==> config.mk <==
export PLATFORM = sky130hd
export DESIGN_NAME = fsm_reinject_queue
export DESIGN_NICKNAME = d
export VERILOG_FILES = /design/src/rtl/fsm_reinject_queue_pkg.sv /design/src/rtl/fsm_reinject_q_ptr_ctrl.sv /design/src/rtl/fsm_reinject_queue.sv
export SDC_FILE = /design/constraint.sdc
export NUM_CORES = 1
export LEC_CHECK = 0
export ABC_CLOCK_PERIOD_IN_PS = 17500
export CAP_MARGIN = 10
export CORE_MARGIN = 8
export CORE_UTILIZATION = 59
export CTS_CLUSTER_DIAMETER = 50
export DETAILED_ROUTE_END_ITERATION = 10
export GPL_ROUTABILITY_DRIVEN = 0
export PLACE_DENSITY = 0.79
export SYNTH_ARGS = -nofsm -noshare
export SYNTH_HDL_FRONTEND = slang
export SYNTH_SLANG_ARGS = --single-unit
==> constraint.sdc <==
create_clock -name clk -period 17.5 [get_ports clk]
set_input_delay 4.375 -clock clk [delete_from_list [all_inputs] [get_ports clk]]
set_output_delay 4.375 -clock clk [all_outputs]
set_load 0.05 [all_outputs]
==> src/rtl/fsm_reinject_queue_pkg.sv <==
// Shared types for the FSM reinject queue slice.
// Entry layout carried from the receive-side TCP FSM back into the flow pipe.
package fsm_reinject_queue_pkg;

    localparam int FLOWID_W = 8;
    localparam int SEQ_W    = 32;
    localparam int FLAGS_W  = 8;
    localparam int WIN_W    = 16;

    typedef struct packed {
        logic [SEQ_W-1:0]   seq_num;
        logic [SEQ_W-1:0]   ack_num;
        logic [FLAGS_W-1:0] flags;
        logic [WIN_W-1:0]   win_size;
    } tcp_hdr_t;

    typedef struct packed {
        logic [15:0] addr;
        logic [15:0] size;
    } payload_entry_t;

    typedef struct packed {
        tcp_hdr_t            tcp_hdr;
        logic [FLOWID_W-1:0] flowid;
        logic                payload_val;
        payload_entry_t      payload_entry;
    } fsm_reinject_queue_struct;

endpackage

==> src/rtl/fsm_reinject_q_ptr_ctrl.sv <==
// Pointer bookkeeping for the reinject queue: fire decisions,
// full/empty/occupancy from registered pointers, sticky error.
module fsm_reinject_q_ptr_ctrl #(
    parameter  int DEPTH      = 8,
    localparam int LOG2_DEPTH = $clog2(DEPTH)
) (
    input  logic                  clk,
    input  logic                  rst_n,
    input  logic                  enq_val,
    input  logic                  deq_val,
    output logic                  enq_fire,
    output logic                  deq_fire,
    output logic [LOG2_DEPTH-1:0] wr_idx,
    output logic [LOG2_DEPTH-1:0] rd_idx,
    output logic                  full,
    output logic                  empty,
    output logic [LOG2_DEPTH:0]   occupancy,
    output logic                  err
);

    localparam logic [LOG2_DEPTH:0] PTR_ONE = {{LOG2_DEPTH{1'b0}}, 1'b1};

    logic [LOG2_DEPTH:0] wr_ptr;
    logic [LOG2_DEPTH:0] rd_ptr;

    assign wr_idx    = wr_ptr[LOG2_DEPTH-1:0];
    assign rd_idx    = rd_ptr[LOG2_DEPTH-1:0];
    assign empty     = wr_ptr == rd_ptr;
    assign full      = (wr_idx == rd_idx) &&
                       (wr_ptr[LOG2_DEPTH] != rd_ptr[LOG2_DEPTH]);
    assign occupancy = wr_ptr - rd_ptr;
    assign enq_fire  = enq_val && !full;
    assign deq_fire  = deq_val && !empty;

    // Rejected requests (overflow or underflow) latch err until reset.
    always_ff @(posedge clk or negedge rst_n) begin
        if (!rst_n) begin
            wr_ptr <= '0;
            rd_ptr <= '0;
            err    <= 1'b0;
        end else begin
            if (enq_fire) wr_ptr <= wr_ptr + PTR_ONE;
            if (deq_fire) rd_ptr <= rd_ptr + PTR_ONE;
            if ((enq_val && full) || (deq_val && empty)) err <= 1'b1;
        end
    end

endmodule

==> src/rtl/fsm_reinject_queue.sv <==
// First-word fall-through FIFO feeding FSM reinjected packets
// to the established-pipe merger.
module fsm_reinject_queue
    import fsm_reinject_queue_pkg::*;
#(
    parameter  int DEPTH      = 8,
    localparam int LOG2_DEPTH = $clog2(DEPTH)
) (
    input  logic                     clk,
    input  logic                     rst_n,
    input  logic                     fsm_reinject_q_enq_req_val,
    input  fsm_reinject_queue_struct fsm_reinject_q_enq_req_data,
    output logic                     fsm_reinject_q_full,
    input  logic                     merger_fsm_reinject_q_deq_req_val,
    output fsm_reinject_queue_struct fsm_reinject_q_merger_deq_resp_data,
    output logic                     fsm_reinject_q_merger_empty,
    output logic [LOG2_DEPTH:0]      fsm_reinject_q_occupancy,
    output logic                     fsm_reinject_q_err
);

    fsm_reinject_queue_struct mem [DEPTH];

    logic                  enq_fire;
    logic                  deq_fire;
    logic [LOG2_DEPTH-1:0] wr_idx;
    logic [LOG2_DEPTH-1:0] rd_idx;

    fsm_reinject_q_ptr_ctrl #(
        .DEPTH (DEPTH)
    ) u_ptr_ctrl (
        .clk       (clk),
        .rst_n     (rst_n),
        .enq_val   (fsm_reinject_q_enq_req_val),
        .deq_val   (merger_fsm_reinject_q_deq_req_val),
        .enq_fire  (enq_fire),
        .deq_fire  (deq_fire),
        .wr_idx    (wr_idx),
        .rd_idx    (rd_idx),
        .full      (fsm_reinject_q_full),
        .empty     (fsm_reinject_q_merger_empty),
        .occupancy (fsm_reinject_q_occupancy),
        .err       (fsm_reinject_q_err)
    );

    // Storage carries no reset; stale slots are masked by the pointers.
    always_ff @(posedge clk) begin
        if (enq_fire) mem[wr_idx] <= fsm_reinject_q_enq_req_data;
    end

    assign fsm_reinject_q_merger_deq_resp_data = mem[rd_idx];

endmodule
==> results_dict.tcl, run 1 <==
set metrics [dict create \
    finalSetupViolCount 0 \
    power.leakage_nw 15.3 \
    io-pin-count 269 \
    power_density_nw_per_um2 193 \
    ys_seq_area_share_pct 79.3 \
    num_vias 18500 \
    cp_common_cell "buf_4" \
    overflow 0 \
    cp_data_required_time_ps 13120 \
    grt_usage_pct 21.7 \
    layoutNonFillerInstCount 3092 \
    postLayoutCoreUtil_pct 70.3 \
    area.growth.synth_to_final_pct 17.6 \
    dieArea_um2 75300 \
    clkPwrFrac_pct 24.3 \
    htree_levels 3 \
    crit_chain "buf_4, buf_4, buf_4, mux4_2, nand2_1, nand2_1, clkdlybuf4s50_1" \
    synthCells 1824 \
    maxCapViolations 0 \
    crit_path_end_kind "primary output" \
    chipHeight_um 274 \
    ys_types 27 \
    grt_pass1_wl_um 122000 \
    cts_resized 0 \
    postCtsHoldBufs 0 \
    arrival_ps 5560 \
    rows 94 \
    coreArea_um2 65900 \
    startpoint_type "register" \
    drv_slew 0 \
    firstDrtPassIters 5 \
    antenna_found_initial 16 \
    routed_wl_um 81600 \
    ctsRootBufferMaster "clkbuf_16" \
    max_freq_mhz 101 \
    ir_worst_vdd_mv 0.276 \
    fin_worst_skew_ps 16.9 \
    route.detailed.drc 0 \
    path_buf_inv 4 \
    drive_gt1_share_pct 20.5 \
    routed_via_density 5.97 \
    drt_iter0_markers 1705 \
    layout.cells.most_common "edfxtp_1" \
    crit_family "buffers and inverters" \
    die_w_um 274 \
    syn-cell-area_um2 39400 \
    p_switching_mw 3.25 \
    wl_per_cell_um 26.4 \
    synthArstFlopShare_pct 0.865 \
    port_buffers 268 \
    fin_tns_setup_ps 0 \
    fin_crit_ps 9930 \
    cts.clk_slew.worst_paths_ps 60 \
    avgSynthCellArea_um2 21.6 \
    path_class "reg2out" \
    grt_pass1_vias 19900 \
    tightestPinTransition_ps 1180 \
    cts_setup_buffers 0 \
    start_util_pct 59.8 \
    yosysWarnings 0 \
    grt_max_degree 130 \
    dp_hpwl_um 42400 \
    synth_edf_count 1032 \
    slowest_delay_ps 930 \
    synth-main-ff-cell "edfxtp_1" \
    holdCritPathClass "reg2reg" \
    switching_share_pct 36.4 \
    clock_sinks 1041 \
    path_max_fanout 46 \
    layout.nets 2275 \
    dp.cells 2894 \
    rsz0062_at_grt "false" \
    hold_violations 0 \
    tritoncts "built" \
    slew_headroom_pct 21.3 \
    p_seq_share_pct 37.0 \
    clk_latency_ps 650 \
    final_antenna_net_count 0 \
    fin_crit_sh_pct 56.8 \
    status "complete, no violations" \
    internal_power_mw 5.67 \
    power.share.combinational_pct 38.7 \
    numCtsBuffers 104 \
    ys_seq_elements 1041 \
    final_cell_mix "edfxtp_1, nand2_1, clkdlybuf4s50_1" \
    clockBufferDepth 3 \
    syn-num-nets 1963 \
    cp_slowest_cell "dfrtp_4" \
]
-- cells in the mapped netlist, types with 2 or more instances --
library cell	n	area [um2]
buf_2	28	140
nand2_1	391	1470
xnor2_1	6	52.6
buf_6	23	259
nor3_1	4	20.0
mux4_2	258	5810
inv_1	9	33.8
nand3_1	3	15.0
buf_1	9	33.8
mux2_2	2	22.5
xor2_1	2	17.5
edfxtp_1	1032	31000
ha_1	5	62.6
nor2_1	5	18.8
dfrtp_1	9	225
clkbuf_1	27	101
-- flip-flops by register name (all words and copies together), names as in the netlist --
register / flops
u_ptr_ctrl.err: 1
u_ptr_ctrl.wr_ptr: 4
u_ptr_ctrl.rd_ptr: 4
mem: 1032
-- power by group through the flow --
stage / sequential, mW / clock (mW) / combinational, mW
4_1_cts: 3.31 / 2.21 / 3.51
5_1_grt: 3.33 / 2.30 / 3.64
3_5_place_dp: 3.36 / 0 / 3.48
6_report: 3.30 / 2.17 / 3.45
3_3_place_gp: 3.33 / 0 / 3.46
2_1_floorplan: 3.36 / 0 / 2.47
-- metal layers --
metal	wire length, um	up-vias	global-route usage [%]
met1	32900	9702	29.1
met2	41300	626	35.9
met3	5790	128	5.27
li1	-	7996	-
met4	1510	20	5.91
met5	128	-	0
-- metrics by stage --
stage	total power [mW]	hold WS, ps	setup WS, ps	instance area [um2]
floorplan	5.84	492	3420	39400
global placement	6.79	466	8100	42900
detailed placement	6.84	465	8080	42900
CTS	9.02	494	7350	46300
global route	9.28	509	7050	46300
finish	8.93	488	7570	46300
-- kinds of logic after synthesis --
kind of cell | share of synthesized area [%]
fa+ha+maj | 0.210
xor+xnor | 0.219
mux | 14.8
flops | 79.3
buf+inv | 1.44
compound gates | 0.0922
simple gates | 3.91
-- final timing paths --
check,from,end,slack (ps),depth (start not counted)
max,u_ptr_ctrl.rd_ptr[0],fsm_reinject_q_merger_deq_resp_data[84],7570,7
min,u_ptr_ctrl.err,u_ptr_ctrl.err,490,1
max reg2reg,u_ptr_ctrl.rd_ptr[1],mem[6][58],11700,8
min reg2reg,u_ptr_ctrl.err,u_ptr_ctrl.err,490,1
max in group asynchronous,rst_n,u_ptr_ctrl.rd_ptr[2],13090,1
min in group asynchronous,rst_n,u_ptr_ctrl.err,4050,1
-- layout make-up --
cell class | instances | area, um2
Timing Repair Buffer | 293 | 2920
Clock inverter | 73 | 673
Inverter | 9 | 36.3
Antenna cell | 6 | 15.0
Fill cell | 3742 | 19600
Multi-Input combinational cell | 687 | 7650
Sequential cell | 1041 | 31200
Tap cell | 864 | 1080
Clock buffer | 119 | 2700
Power figures use the tool's default switching activity.
==> run 2: changes to the inputs <==
ABC_CLOCK_PERIOD_IN_PS = 10000   (was 17500)
clock period = 10 ns   (was 17.5 ns; I/O delays follow)
==> results_dict.tcl, run 2 (synthesized netlist as in run 1, its figures left out) <==
set metrics [dict create \
    status "complete, no violations" \
    crit_family "buffers and inverters" \
    holdCritPathClass "reg2reg" \
    slowest_delay_ps 870 \
    chipHeight_um 274 \
    io-pin-count 269 \
    routed_via_density 6.05 \
    drv_slew 0 \
    drt_iter0_markers 1878 \
    endpoint "fsm_reinject_q_merger_deq_resp_data[72]" \
    clk_latency_ps 650 \
    rrSetupSlack_ps 5620 \
    antenna_found_initial 22 \
    path_class "reg2out" \
    hold_violations 0 \
    min_from "u_ptr_ctrl.err" \
    overflow 0 \
    grt_max_degree 155 \
    path_max_fanout 53 \
    numCtsBuffers 104 \
    place_area_um2 43000 \
    route.detailed.drc 0 \
    reg.largest.list "mem x1032, u_ptr_ctrl.rd_ptr x4, u_ptr_ctrl.wr_ptr x4" \
    coreArea_um2 65900 \
    power_density_nw_per_um2 339 \
    tightestPinTransition_ps 1210 \
    largest_register_ffs 1032 \
    path_buf_inv 2 \
    crit_path_end_kind "primary output" \
    arrival_ps 3990 \
    area.growth.synth_to_final_pct 17.9 \
    firstDrtPassIters 5 \
    dieArea_um2 75300 \
    slew_headroom_pct 19.3 \
    die_w_um 274 \
    rsz0062_at_grt "false" \
    power.leakage_nw 15.3 \
    fin_tns_setup_ps 0 \
    final_antenna_net_count 0 \
    postCtsHoldBufs 0 \
    cp_slowest_cell "buf_4" \
    cts.clk_slew.worst_paths_ps 60 \
    crit_chain "buf_4, mux4_2, nand2_1, nand2_1, clkdlybuf4s50_1" \
    rows 94 \
    cts_resized 0 \
    ir_worst_vdd_mv 0.631 \
    htree_levels 3 \
    worstReg2RegEnd "mem[5][22]" \
    grt_usage_pct 22.3 \
    start_util_pct 59.8 \
    clock_sinks 1041 \
    path_depth 5 \
    stdcell_area_um2 46400 \
    max_freq_mhz 154 \
    hold_depth 1 \
    layout.cells.most_common "edfxtp_1" \
    final_cell_mix "edfxtp_1, nand2_1, clkdlybuf4s50_1" \
    wl_per_cell_um 26.9 \
    cts_setup_buffers 0 \
    tritoncts "built" \
    largest-register "mem" \
    finalSetupViolCount 0 \
    ctsRootBufferMaster "clkbuf_16" \
    r2r_cells 6 \
    fin_crit_ps 6490 \
    cp_common_cell "nand2_1" \
    r2r_start "u_ptr_ctrl.rd_ptr[1]" \
    fin_crit_sh_pct 64.9 \
    layout.nets 2279 \
    num_vias 18800 \
    drive_gt1_share_pct 20.5 \
    startpoint_type "register" \
    fin_worst_skew_ps 27.8 \
    grt_pass1_wl_um 125000 \
    cp_data_required_time_ps 7500 \
    clockBufferDepth 3 \
    routed_wl_um 83400 \
    maxCapViolations 0 \
    dp_hpwl_um 43500 \
    startpoint "u_ptr_ctrl.rd_ptr[0]" \
    grt_pass1_vias 20200 \
    port_buffers 268 \
]
## run 2: worst min path at each step
| stage | to | slack (ps) |
|---|---|---|
| 6_report | u_ptr_ctrl.err | 510 |
| 5_1_grt | u_ptr_ctrl.wr_ptr[3] | 540 |
| 4_1_cts | u_ptr_ctrl.err | 520 |
| 3_5_place_dp | u_ptr_ctrl.err | 510 |
| 3_3_place_gp | u_ptr_ctrl.err | 470 |
| 2_1_floorplan | u_ptr_ctrl.wr_ptr[3] | 490 |
## run 2: routing by layer
| metal | up-vias | wire, um | track usage, % |
|---|---|---|---|
| met1 | 9811 | 32700 | 29.9 |
| met2 | 787 | 41400 | 36.5 |
| met3 | 142 | 7210 | 5.38 |
| li1 | 8001 | - | - |
| met4 | 20 | 1920 | 6.78 |
| met5 | - | 138 | 0 |
## run 2: per-stage QoR
stage               total power [mW]  hold slack, ps  setup WS [ps]  instances  utilization [%]
finish                          15.7             510           3510       3103             70.5
detailed placement              12.0             509           4080       2898             65.2
floorplan                       10.2             492          -2210       1824                -
global placement                11.9             465           4100       2898             65.2
CTS                             15.9             522           3390       3092             70.4
global route                    16.3             542           3220       3097             70.5
## run 2: worst register-to-register path, cell delays in order, from the launching register on
cell      delay, ps
dfrtp_4         930
inv_1           130
ha_1            360
nand3_1         220
o211ai_1        340
nor2_4         1040
buf_4           950
## run 2: final cells by class
cell class	instances	area, um2
Inverter	9	36.3
Fill cell	3766	19400
Tap cell	864	1080
Clock inverter	73	724
Clock buffer	121	2710
Multi-Input combinational cell	687	7650
Sequential cell	1041	31200
Timing Repair Buffer	297	2960
Antenna cell	11	27.5
## run 2: report_power, final
group | total, mW | switching, mW | leakage (nW) | internal (mW)
registers | 5.81 | 0.274 | 9.47 | 5.53
logic | 6.05 | 3.86 | 4.17 | 2.18
clock network | 3.87 | 1.59 | 1.67 | 2.28
